<file path="src/rtl/uart_rx_if.sv">
// Byte-side and serial-line signals of the UART receiver, bundled for the receiver and its consumer.
interface uart_rx_if;
    logic       rx;
    logic [7:0] data;
    logic       data_valid;
    logic       frame_err;
    logic       busy;

    modport master (
        input  rx,
        output data,
        output data_valid,
        output frame_err,
        output busy
    );

    modport slave (
        output rx,
        input  data,
        input  data_valid,
        input  frame_err,
        input  busy
    );
endinterface

</file>
<file path="src/rtl/uart_rx.sv">
// 8N1 UART receiver: synchronises rx, samples mid-bit, and emits one-cycle data_valid / frame_err strobes.
//   state   | meaning
//   S_IDLE  | line idle, waiting for rx_s low
//   S_START | counting half a bit to confirm the start bit
//   S_DATA  | sampling 8 data bits LSB first, one per bit period
//   S_STOP  | sampling the stop bit
//   S_BREAK | stop bit was low; waiting for the line to return high
module uart_rx #(
    parameter int CLKS_PER_BIT = 16
) (
    input  logic     clk,
    input  logic     reset,
    uart_rx_if.master bus
);
    localparam int H  = CLKS_PER_BIT / 2;
    localparam int CW = $clog2(CLKS_PER_BIT);

    localparam logic [CW-1:0] HALF_LOAD = CW'(H - 1);
    localparam logic [CW-1:0] BIT_LOAD  = CW'(CLKS_PER_BIT - 1);

    typedef enum logic [2:0] {
        S_IDLE,
        S_START,
        S_DATA,
        S_STOP,
        S_BREAK
    } state_t;

    state_t        state, state_n;
    logic          rx_meta, rx_s;
    logic [CW-1:0] cnt, cnt_n;
    logic [2:0]    bit_idx, bit_idx_n;
    logic [7:0]    shreg, shreg_n;
    logic [7:0]    data_r, data_n;
    logic          dv_r, dv_n;
    logic          fe_r, fe_n;
    logic          tc;

    // Both flops reset high so the idle line never looks like a start bit.
    always_ff @(posedge clk or negedge reset) begin
        if (!reset) begin
            rx_meta <= 1'b1;
            rx_s    <= 1'b1;
        end else begin
            rx_meta <= bus.rx;
            rx_s    <= rx_meta;
        end
    end

    always_ff @(posedge clk or negedge reset) begin
        if (!reset) begin
            state   <= S_IDLE;
            cnt     <= '0;
            bit_idx <= '0;
            shreg   <= '0;
            data_r  <= '0;
            dv_r    <= 1'b0;
            fe_r    <= 1'b0;
        end else begin
            state   <= state_n;
            cnt     <= cnt_n;
            bit_idx <= bit_idx_n;
            shreg   <= shreg_n;
            data_r  <= data_n;
            dv_r    <= dv_n;
            fe_r    <= fe_n;
        end
    end

    assign tc = (cnt == '0);

    always_comb begin
        state_n   = state;
        cnt_n     = cnt;
        bit_idx_n = bit_idx;
        shreg_n   = shreg;
        data_n    = data_r;
        dv_n      = 1'b0;
        fe_n      = 1'b0;

        case (state)
            S_IDLE: begin
                bit_idx_n = '0;
                if (!rx_s) begin
                    state_n = S_START;
                    cnt_n   = HALF_LOAD;
                end
            end

            S_START: begin
                if (tc) begin
                    if (rx_s) begin
                        state_n = S_IDLE;
                    end else begin
                        state_n   = S_DATA;
                        bit_idx_n = '0;
                        cnt_n     = BIT_LOAD;
                    end
                end else begin
                    cnt_n = cnt - CW'(1);
                end
            end

            S_DATA: begin
                if (tc) begin
                    shreg_n = {rx_s, shreg[7:1]};
                    cnt_n   = BIT_LOAD;
                    if (bit_idx == 3'd7) begin
                        state_n = S_STOP;
                    end else begin
                        bit_idx_n = bit_idx + 3'd1;
                    end
                end else begin
                    cnt_n = cnt - CW'(1);
                end
            end

            S_STOP: begin
                if (tc) begin
                    if (rx_s) begin
                        data_n  = shreg;
                        dv_n    = 1'b1;
                        state_n = S_IDLE;
                    end else begin
                        fe_n    = 1'b1;
                        state_n = S_BREAK;
                    end
                end else begin
                    cnt_n = cnt - CW'(1);
                end
            end

            // A held-low line must not be mistaken for a run of new start bits.
            S_BREAK: begin
                if (rx_s) begin
                    state_n = S_IDLE;
                end
            end

            default: begin
                state_n = S_IDLE;
            end
        endcase
    end

    assign bus.data       = data_r;
    assign bus.data_valid = dv_r;
    assign bus.frame_err  = fe_r;
    assign bus.busy       = (state != S_IDLE);

    always_ff @(posedge clk) begin
        if (reset) begin
            assert (!(dv_r && fe_r))
                else $error("data_valid and frame_err high together");
        end
    end

endmodule

</file>
<file path="src/flat_wrapper.sv">
// flat-port wrapper written by rule: the top's interface ports become plain ports
module uart_rx_flat 
#(
    parameter int CLKS_PER_BIT = 16
)
  (clk, reset, bus_rx, bus_data, bus_data_valid, bus_frame_err, bus_busy);
  uart_rx_if bus_i ();
  input  logic clk;
  input  logic reset;
  input wire logic [$bits(bus_i.rx)-1:0] bus_rx;
  output wire logic [$bits(bus_i.data)-1:0] bus_data;
  output wire logic [$bits(bus_i.data_valid)-1:0] bus_data_valid;
  output wire logic [$bits(bus_i.frame_err)-1:0] bus_frame_err;
  output wire logic [$bits(bus_i.busy)-1:0] bus_busy;
  assign bus_i.rx = bus_rx;
  assign bus_data = bus_i.data;
  assign bus_data_valid = bus_i.data_valid;
  assign bus_frame_err = bus_i.frame_err;
  assign bus_busy = bus_i.busy;
  uart_rx #(.CLKS_PER_BIT(CLKS_PER_BIT)) u_core (.clk(clk), .reset(reset), .bus(bus_i));
endmodule
</file>
<file path="config.mk">
export PLATFORM = sky130hd
export DESIGN_NAME = uart_rx_flat
export DESIGN_NICKNAME = d
export VERILOG_FILES = /design/src/rtl/uart_rx_if.sv /design/src/rtl/uart_rx.sv /design/src/flat_wrapper.sv
export SDC_FILE = /design/constraint.sdc
export NUM_CORES = 1
export LEC_CHECK = 0
export CORE_ASPECT_RATIO = 1.4
export CORE_MARGIN = 3
export CORE_UTILIZATION = 26
export CTS_CLUSTER_SIZE = 12
export DETAILED_ROUTE_END_ITERATION = 16
export SLEW_MARGIN = 10
export SYNTH_ARGS = -nofsm -noshare
export SYNTH_HDL_FRONTEND = slang
export SYNTH_SLANG_ARGS = --single-unit
export TNS_END_PERCENT = 20
</file>
<file path="constraint.sdc">
create_clock -name clk -period 5.7 [get_ports clk]
set_input_delay 1.71 -clock clk [delete_from_list [all_inputs] [get_ports clk]]
set_output_delay 1.71 -clock clk [all_outputs]
set_load 0.01 [all_outputs]
</file>
Yosys cells after proc, flatten, opt, wreduce, memory -nomap -nowiden
Index checks and enable logic that the tools add are counted.
{"block": "word_totals", "reg_bits": 30, "latch_bits": 0, "mem_bits_rw": 0, "rom_bits": 0, "input_bits": 3, "out_inout_bits": 11, "elab_cells": 62, "n_memories": 0}
{"block": "op_classes", "addsub": 2, "n_mul": 0, "div": 0, "n_lt_le_gt_ge": 0, "n_eq_ne": 15, "n_shift": 0, "mux": 26, "n_bitwise": 0, "reduce_logical": 10}
{"op": "$mux W3", "count": 11}
{"op": "$mux W4", "count": 5}
{"op": "$pmux W4 S4", "count": 1}
{"op": "$pmux W3 S5", "count": 1}
{"op": "$ne A2 B1 Y1 const B", "count": 5}
{"op": "$pmux W3 S3", "count": 1}
{"op": "$ne A2 B2 Y1 const B", "count": 4}
{"op": "$eq A3 B2 Y1 const B", "count": 2}
{"op": "$eq A3 B3 Y1 const B", "count": 2}
{"op": "$mux W1", "count": 6}
{"op": "$reduce_and A6 Y1", "count": 1}
{"op": "$reduce_bool A3 Y1", "count": 2}
{"op": "$reduce_and A5 Y1", "count": 1}
{"op": "$logic_not A4 Y1", "count": 1}
{"op": "$reduce_and A4 Y1", "count": 1}
{"op": "$reduce_bool A4 Y1", "count": 1}
{"op": "$sub A4 B1 Y4 const B", "count": 1}
{"op": "$add A3 B1 Y3 const B", "count": 1}
{"op": "$eq A3 B1 Y1 const B", "count": 1}
{"op": "$logic_not A3 Y1", "count": 1}
{"op": "$ne A3 B3 Y1 const B", "count": 1}
{"op": "$reduce_and A3 Y1", "count": 1}
{"op": "$mux W2", "count": 1}
{"op": "$reduce_and A2 Y1", "count": 1}

Logic depth before layout (Yosys ltp)
{"block": "logic_depth", "ltp_word": 4, "ltp_mapped": 6, "ltp_nobuf": 6}

Worst setup path after synthesis
Ideal clock, no wire load.
{"block": "synth_path", "path_type": "reg-to-output", "from": "reg u_core.state[1]", "to": "out bus_busy", "t_arrival_ns": 0.883, "required_time_ns": 3.990, "setup_slack_ns": 3.107, "path_stages_with_launch": 4, "n_path_buf": 1, "path_cell_list": "dfrtp_1 clkbuf_1 nor2_1 nand2_1"}
{"block": "synth_between", "elab_chain_cells": 1}
{"item": "start, declared", "line_no": "uart_rx.sv:29", "source": "state_t state, state_n;"}
{"item": "start signal, assigned", "line_no": "uart_rx.sv:60", "source": "state <= state_n;"}
{"item": "$reduce_bool A3 Y1", "line_no": "uart_rx.sv:149", "source": "assign bus.busy = (state != S_IDLE);"}
{"item": "end, declared", "line_no": "flat_wrapper.sv:14", "source": "output wire logic [$bits(bus_i.busy)-1:0] bus_busy;"}
No other way between the ends.

Worst setup path in the final report
Same ends and word-level chain as after synthesis.

==> flow_summary.toml <==
[sta]
maxSlewViolCount = 0
worstMarginPinSlew_ns = 0.456
skew_ns = 0.00111
period_minus_slack_ns = 3.38
finalSetupViolations = 0
finalHoldViolCount = 0
setup_tns_ns = 0
fin_crit_sh_pct = 59.3
max-slew-margin-rel_pct = 69.5
max_clock_freq_mhz = 296
setup_slack_ns = 2.32
hold_ws_ns = 0.359
rsz0062_at_grt = "false"

[yosys]
synthArstFlopShare_pct = 100
synth_ff_type = "dfrtp_1"
synth_area_um2 = 1340
synth_cells = 102
yosysTopAreaCell = "dfrtp_1"
yosysSeqAreaShare_pct = 56.2
synth_area_leaders = "dfrtp_1 (52%), mux2_4 (9.0%), mux2_2 (8.4%)"
synth_edf_count = 0
syn_avg_cell_area_um2 = 13.1
synth-seq-cells = 30
synth_top_cell_area_share_pct = 52.3
synth.most_common_cell = "dfrtp_1"
synth_cell_types = 31
synthTopCellsByCount = "dfrtp_1 (28), mux2_2 (10), mux2_4 (8), nor2_1 (8), inv_1 (7)"
synth_nets = 108
yosys_warnings = 0

[route]
drt_pass1_iterations = 4
viasPerCell = 4.70
drcViolationCount = 0
routed_wl_mm = 2.36
antenna_left = 0
drtIter0Drc = 98
num_vias = 874
wl_per_cell_um = 12.7

[placement]
place_ws_ns = 2.64
io_buffers = 13
place_hpwl_mm = 1.73
gp_congestion = 0.875
dpl.cell_count = 178

[layout]
drive_gt1_share_pct = 27.0
multi_input_area_um2 = 552
instances_no_fill = 186
fillCellCount = 494
seq_area_um2 = 753
area_delta_synth_final_pct = 22.4
fin_nets = 127
antenna-diode-count = 0

[clock_network]
hold_buffers = 0
clkTransAtPathRegs_ns = 0.06
numClockSinks = 30
cts_tree = "built"
cts_root_buf = "clkbuf_8"
cts_inserted_buffers = 5
cts_setup_buffers = 0
clock_latency_ns = 0.27
htreeDepth = 2
cts.path.max_buffers = 2
cts_resized = 0

[floorplan]
io_pins = 14
start_util_pct = 27.3
die-width_um = 66.7
dieArea_um2 = 6060
core_um2 = 4920
die_y_um = 90.9
rows = 30

[global_routing]
grt_first_pass_wirelength_mm = 4.33
grt_max_degree = 31
grt_pass1_vias = 942
track_usage_pct = 9.37
grt-ovfl-total = 0
antenna_found_initial = 0

[critical_path]
critPathKind = "register to output port"
setup.worst_path.end_class = "output port"
crit_arrival_ns = 1.67
critPathLaunchType = "register"
crit_path_max_fanout = 9
required_ns = 3.99

[hold_path]
hold_class = "register to register"

[status]
status = "finished, final reports clean"

[pwr]
power_density_nw_per_um2 = 350
ir_drop_uv = 101
power.leakage_nw = 0.808

[job]
cap_violations = 0
[registers in the layout (all words and copies together), names as in the netlist]
signal,cells
u_core.bus.frame_err,1
u_core.bus.data_valid,1
u_core.cnt,4
u_core.bus.data,8
u_core.state,3
u_core.rx_meta,1
u_core.shreg,8
u_core.rx_s,1
u_core.bit_idx,3
[where the power goes]
part           internal [W]  total [W]  switching (W)
Sequential         0.000241   0.000275      0.0000336
Combinational     0.0000617   0.000130      0.0000682
Clock             0.0000971   0.000169      0.0000719
[final cells by class]
| cell class | instances | area share, % |
|---|---|---|
| flip-flops and latches | 30 | 45.9 |
| multi-input cells | 63 | 33.6 |
| repair buffers | 14 | 8.39 |
| clock buffers | 7 | 5.26 |
| well taps | 64 | 4.88 |
| inverters | 7 | 1.60 |
| clock inverters | 1 | 0.305 |
[critical path, stage by stage, from the launching register on]
cell             delay (ns)
dfrtp_1                0.47
nor2_1                 0.34
nand2_1                0.11
clkdlybuf4s50_1        0.48
[stage by stage]
stage | utilization (%) | cell area, um^2 | power [W]
global placement | 31.5 | 1550 | 0.000403
floorplan | - | 1340 | 0.000371
detailed placement | 31.5 | 1550 | 0.000409
finish | 33.4 | 1640 | 0.000574
CTS | 33.4 | 1640 | 0.000581
global route | 33.4 | 1640 | 0.000618
[routing by layer]
| metal | wire (um) | part of all wire, % | global-route usage, % | up-vias |
|---|---|---|---|---|
| met5 | 0 | 0 | 0 | - |
| met4 | 57 | 2.4 | 6.27 | 0 |
| met3 | 91 | 3.9 | 3.22 | 5 |
| met2 | 1280 | 54 | 14.9 | 15 |
| met1 | 934 | 40 | 10.2 | 448 |
| li1 | - | - | - | 406 |
[cells in the final DEF (no fill, tap or decap)]
master           netlist  final
a21oi_1                5      5
nand4_2                1      1
nor3_1                 1      1
a41oi_1                1      1
mux2_4                 8      8
nor3b_2                1      1
o21ai_1                1      1
dfstp_2                2      2
o211ai_1               1      1
inv_1                  7      7
o41ai_1                1      1
or3b_1                 1      1
clkbuf_8               0      6
a22o_1                 3      3
nor2_1                 8      8
mux2_2                10     10
o21ai_0                3      3
nor4_1                 1      1
dfrtp_1               28     28
or3_1                  1      1
nand3_1                2      2
nand2_1                2      2
a31oi_1                3      3
clkdlybuf4s50_1        0     13
o21a_1                 1      1
nor3_4                 1      1
buf_4                  0      1
nand2_4                1      1
clkbuf_1               1      1
o311a_1                1      1
ha_1                   3      3
clkinv_2               0      1
or3b_4                 1      1
mux2_1                 1      1
[cell families (layout without fill, tap and decap cells)]
| group | count (synthesis) | in the layout | share of synthesized area, % |
|---|---|---|---|
| compound gates | 20 | 20 | 9.90 |
| fa+ha+maj | 3 | 3 | 2.80 |
| buf+inv | 9 | 29 | 2.61 |
| flops | 30 | 30 | 56.2 |
| mux | 19 | 19 | 18.2 |
| simple gates | 21 | 21 | 10.3 |
[path summary, 6_finish.rpt]
kind / startpoint / end / slack (ns) / cells past startpoint
worst max-delay path: u_core.state[1] / bus_busy / 2.32 / 3
worst min-delay path: u_core.rx_meta / u_core.rx_s / 0.36 / 0
max in group asynchronous: reset / u_core.rx_meta / 3.56 / 2
min in group asynchronous: reset / u_core.bus.frame_err / 1.83 / 2
worst min register to register: u_core.rx_meta / u_core.rx_s / 0.36 / 0
worst max register to register: u_core.cnt[0] / u_core.bit_idx[0] / 3.62 / 6
No activity file was read; power rests on OpenSTA's default activity.
